==> config.mk <==
export PLATFORM = sky130hd
export DESIGN_NAME = sha256_round_engine
export DESIGN_NICKNAME = d
export VERILOG_FILES = /design/src/rtl/sha256_round_engine.sv
export SDC_FILE = /design/constraint.sdc
export NUM_CORES = 2
export LEC_CHECK = 0
export CAP_MARGIN = 15
export CORE_MARGIN = 2
export CORE_UTILIZATION = 45
export DETAILED_ROUTE_END_ITERATION = 7
export GPL_TIMING_DRIVEN = 1
export PLACE_DENSITY_LB_ADDON = 0.3
export SYNTH_ARGS = -nofsm -noshare
export SYNTH_HDL_FRONTEND = slang
export SYNTH_SLANG_ARGS = --single-unit
==> constraint.sdc <==
create_clock -name clk -period 8.05 [get_ports clk]
set_input_delay 0.805 -clock clk [delete_from_list [all_inputs] [get_ports clk]]
set_output_delay 0.805 -clock clk [all_outputs]
set_load 0.03 [all_outputs]
==> src/rtl/sha256_round_engine.sv <==
// rtl/sha256_round_engine.sv - SHA-256 compression round engine, RPC rounds per accepted schedule beat
module sha256_round_engine #(
    parameter int RPC    = 1,
    parameter int ROUNDS = 64
) (
    input  logic              clk,
    input  logic              rst_n,
    input  logic              start,
    input  logic              abort,
    input  logic [255:0]      init_state,
    input  logic              w_valid,
    input  logic [32*RPC-1:0] w_data,
    output logic              w_ready,
    output logic              busy,
    output logic              done,
    output logic [255:0]      digest
);

    localparam int CW = ($clog2(ROUNDS + 1) > 7) ? $clog2(ROUNDS + 1) : 7;

    localparam logic [31:0] K_TABLE [64] = '{
        32'h428a2f98, 32'h71374491, 32'hb5c0fbcf, 32'he9b5dba5, 32'h3956c25b, 32'h59f111f1, 32'h923f82a4, 32'hab1c5ed5,
        32'hd807aa98, 32'h12835b01, 32'h243185be, 32'h550c7dc3, 32'h72be5d74, 32'h80deb1fe, 32'h9bdc06a7, 32'hc19bf174,
        32'he49b69c1, 32'hefbe4786, 32'h0fc19dc6, 32'h240ca1cc, 32'h2de92c6f, 32'h4a7484aa, 32'h5cb0a9dc, 32'h76f988da,
        32'h983e5152, 32'ha831c66d, 32'hb00327c8, 32'hbf597fc7, 32'hc6e00bf3, 32'hd5a79147, 32'h06ca6351, 32'h14292967,
        32'h27b70a85, 32'h2e1b2138, 32'h4d2c6dfc, 32'h53380d13, 32'h650a7354, 32'h766a0abb, 32'h81c2c92e, 32'h92722c85,
        32'ha2bfe8a1, 32'ha81a664b, 32'hc24b8b70, 32'hc76c51a3, 32'hd192e819, 32'hd6990624, 32'hf40e3585, 32'h106aa070,
        32'h19a4c116, 32'h1e376c08, 32'h2748774c, 32'h34b0bcb5, 32'h391c0cb3, 32'h4ed8aa4a, 32'h5b9cca4f, 32'h682e6ff3,
        32'h748f82ee, 32'h78a5636f, 32'h84c87814, 32'h8cc70208, 32'h90befffa, 32'ha4506ceb, 32'hbef9a3f7, 32'hc67178f2
    };

    typedef enum logic [1:0] {
        ST_IDLE  = 2'd0,
        ST_RUN   = 2'd1,
        ST_FINAL = 2'd2
    } state_t;

    state_t          state;
    state_t          state_next;
    logic [255:0]    h_reg;
    logic [255:0]    work;
    logic [CW-1:0]   cnt;
    logic [255:0]    digest_q;
    logic [255:0]    sum;
    logic [255:0]    chain [RPC+1];
    logic            beat;
    logic            last_beat;

    function automatic logic [31:0] ror(input logic [31:0] x, input int n);
        return (x >> n) | (x << (32 - n));
    endfunction

    function automatic logic [255:0] sha_round(input logic [255:0] s, input logic [31:0] k,
                                               input logic [31:0] w);
        logic [31:0] a, b, c, d, e, f, g, h, t1, t2;
        {a, b, c, d, e, f, g, h} = s;
        t1 = h + (ror(e, 6) ^ ror(e, 11) ^ ror(e, 25)) + ((e & f) ^ (~e & g)) + k + w;
        t2 = (ror(a, 2) ^ ror(a, 13) ^ ror(a, 22)) + ((a & b) ^ (a & c) ^ (b & c));
        return {t1 + t2, a, b, c, d + t1, e, f, g};
    endfunction

    assign beat      = w_valid && (state == ST_RUN);
    assign last_beat = (cnt + CW'(RPC)) == CW'(ROUNDS);

    // RPC rounds chained combinationally; W[t] sits in the least significant word of the beat
    always_comb begin
        chain[0] = work;
        for (int i = 0; i < RPC; i++) begin
            chain[i+1] = sha_round(chain[i], K_TABLE[cnt[5:0] + 6'(i)], w_data[32*i +: 32]);
        end
    end

    always_comb begin
        sum = '0;
        for (int j = 0; j < 8; j++) begin
            sum[32*j +: 32] = h_reg[32*j +: 32] + work[32*j +: 32];
        end
    end

    always_ff @(posedge clk or negedge rst_n) begin
        if (!rst_n) begin
            state <= ST_IDLE;
        end else begin
            state <= state_next;
        end
    end

    always_comb begin
        state_next = state;
        case (state)
            ST_IDLE: begin
                if (start) state_next = ST_RUN;
            end
            ST_RUN: begin
                if (abort)                  state_next = ST_IDLE;
                else if (beat && last_beat) state_next = ST_FINAL;
            end
            ST_FINAL: state_next = ST_IDLE;
            default:  state_next = ST_IDLE;
        endcase
    end

    // The final sum is bypassed onto digest during FINAL so done and digest coincide
    always_comb begin
        w_ready = (state == ST_RUN);
        busy    = (state != ST_IDLE);
        done    = (state == ST_FINAL) && !abort;
        digest  = done ? sum : digest_q;
    end

    always_ff @(posedge clk or negedge rst_n) begin
        if (!rst_n) begin
            h_reg    <= '0;
            work     <= '0;
            cnt      <= '0;
            digest_q <= '0;
        end else begin
            if (state == ST_IDLE && start) begin
                h_reg <= init_state;
                work  <= init_state;
                cnt   <= '0;
            end else if (beat && !abort) begin
                work <= chain[RPC];
                cnt  <= cnt + CW'(RPC);
            end
            if (state == ST_FINAL && !abort) begin
                digest_q <= sum;
            end
        end
    end

endmodule

==> results.md <==
* Cts bufs inserted at 89
* H-Tree Depth at 3
* Status: completed
* CTS tree: yes
* Post-synth EDFFs at 0
* Post-synthesis adder-cell area fraction at 13.7%
* Post-layout minimum cycle time at 8040 ps
* DR DRC count at 0
* Synth cell types at 88
* Vias per std cell at 5.71
* DRT Pass-1 Iters at 6
* Dominant combinational cell family by area after synthesis: simple AND/OR/NAND/NOR gates
* Multi-input gate area at 31500 um2
* Xor/xnor cell area share of the yosys netlist at 7.17%
* Syn_nets at 6974
* Crit. End Element: flip-flop
* Starting density of the core at 45.3%
* Routed WL at 213000 um
* DIE HEIGHT at 346 um
* Crit path max fanout at 18
* Post-synth ARST share at 100%
* WL/cell at 24.8 um
* Post-Route Setup TNS at 0 ps
* Synth Instances at 6189
* Die ar. at 120000 um2
* GRT Total Usage at 34.9%
* Synth Warn # at 0
* Initial antenna violation count at 6
* DP Area at 62600 um2
* # hold bufs at CTS at 0
* Fraction of layout cells with a size suffix above 1 at 11.8%
* Worst Skew at 37.4 ps
* # fillers at 10500
* Buffer depth of the longest clock path at 3
* First-pass GRT wire length at 313000 um
* Rows at 125
* Vias at 49200
* Initial detailed-routing violation count at 4332
* Post-DRT Antenna Nets at 0
* Largest net degree at the start of global routing at 201
* Clk Tree Root Cell: clkbuf_16
* # clock sinks at 777
* GP Congestion at 1.01
* Type of the tightest min-delay check: input port to asynchronous set/reset pin
* Clock transition at path regs at 60 ps
* Critical path class: flip-flop to flip-flop
* Hold slack at 147 ps
* Tcrit/Tclk final at 99.8%
* Critical path data arrival time at 8650 ps
* Compound-Gate Fraction of Synth Area at 17.8%
* Die width at 346 um
* Core Util, Final at 57.4%
* Final Max Slew Viols at 0
* Nets at 7802
* Maxcap violations at 0
* Critical path launch point type: flip-flop
* Vias in the first global route at 48200
* Final Hold Viols at 0
* Sequential Area at 19400 um2
* Register area share after synthesis at 37.0%
* I/O Buffers at 551
* CP max stage delay at 520 ps
* Mux contribution to synthesized area at 1.99%
* Path depth of the worst reg2reg path at 34
* Ports at 552
* Fmax at 124 MHz
* Final setup viols at 0
* Design Area, Final at 66600 um2
* RSZ-0062 raised after global routing: yes
* Slowest cell on the critical path: fa_1
* Ys flop type: dfrtp_1
* Avg Inst Size Synth at 8.50 um2
* Worst endpoint required time at 8660 ps
* Worst-Skew Late Latency at 700 ps
* Cell repeated most along the worst path: fa_1
* DPL Wire Length at 167000 um
* Total global routing overflow at 0
* Synth-to-layout area growth at 26.6%
* Worst-Margin Slew at 1050 ps
* Simple-gate share of the synthesized area at 17.9%
* Synthesized flop and latch total at 777
* Synth Cell Area at 52600 um2
* Core area at 116000 um2
* Max_slew headroom at 30.0%
==> cells by family (layout without fill, tap and decap cells) <==
| group | Yosys count | in the layout |
|---|---|---|
| and+or+nand+nor | 2260 | 2260 |
| AOI/OAI and AO/OA | 1496 | 1496 |
| DFF | 777 | 777 |
| buffers and inverters | 636 | 1536 |
| adders and majority gates | 495 | 495 |
| xor gates and xnor gates | 429 | 429 |
| muxes | 96 | 96 |
| other | 0 | 2 |
==> per-layer routing <==
metal	track usage, %	part of all wire, %
met2	54.9	45
met1	45.4	41
met5	0	0.023
met4	21.3	7.2
met3	5.46	7.1
==> through the flow <==
stage          std cells  worst slack (ps)
3_3_place_gp        8426              -336
2_1_floorplan       6189              4.29
3_5_place_dp        8426              -509
4_1_cts             8600             -25.5
6_report            8615              12.6
5_1_grt             8614              -307
==> layout make-up <==
cell class,count,area share (%)
Sequential cell,777,29.2
Clock buffer,121,3.80
Antenna cell,2,0.00752
Inverter,327,1.85
Tap cell,1524,2.86
Multi-Input combinational cell,4776,47.3
Clock inverter,42,0.759
Timing Repair Buffer,1046,14.2
==> worst paths after layout <==
kind	start	to	slack (ps)
hold / removal	rst_n	digest_q[75]$_DFF_PN0_	150
setup / recovery	cnt[0]$_DFFE_PN0P_	work[253]$_DFFE_PN0P_	10
hold reg to reg	digest_q[151]$_DFF_PN0_	digest_q[151]$_DFF_PN0_	470
max in group asynchronous	rst_n	h_reg[163]$_DFFE_PN0P_	6020
setup reg to reg	cnt[0]$_DFFE_PN0P_	work[253]$_DFFE_PN0P_	10
min in group clk	digest_q[151]$_DFF_PN0_	digest_q[151]$_DFF_PN0_	470
==> worst max-delay path, delay by kind of cell (launching register included) <==
kind / cells / cell delay [ps]
compound gates: 13 / 2650
xor+xnor: 1 / 140
fa+ha+maj: 7 / 2570
buf+inv: 5 / 530
flops: 1 / 380
mux: 1 / 490
simple gates: 7 / 1230
==> synthesized netlist by cell type, drive strengths merged, types with 14 or more instances <==
cell    count  area, um2
nor2b      46        288
nor2      211        792
nand4      21        131
or2        14       87.6
o21ai     528       2640
and2       18        113
mux2i      80        801
o31a       16        149
o311ai     14        123
nand3     206       1030
clkbuf    292       1100
xor2      203       1780
buf        17       63.8
or3        23        149
dfrtp     777      19400
o21a       46        345
inv       323       1210
and3       19        119
a211oi     44        348
a21o      189       1420
o21bai     40        300
nand2    1575       5910
nand2b     51        319
nor3       52        260
xnor2     225       1970
o211ai     83        623
ha        359       4490
a21oi     313       1570
a21boi     16        120
a31oi      38        238
fa        133       2660
o31ai      42        315
==> cells in the final DEF (no fill, tap or decap), types with 206 or more instances in the layout <==
cell type | netlist | final
a21oi_1 | 312 | 292
buf_4 | 0 | 471
inv_1 | 320 | 311
nand3_1 | 206 | 206
dfrtp_1 | 777 | 773
o21ai_0 | 377 | 362
clkdlybuf4s50_1 | 0 | 550
nand2_1 | 1575 | 1569
xnor2_1 | 225 | 218
ha_1 | 359 | 336
==> what timing repair did <==
action | 4_1_cts | 5_1_grt
endpoints found under the setup margin | 16 | 24
gates resized for setup | 53 | 124
pin swaps | 36 | 80
setup buffers | 11 | 15
Power is not shown: default switching activity piles up to over one toggle a cycle in this logic, so the estimate is an artifact.
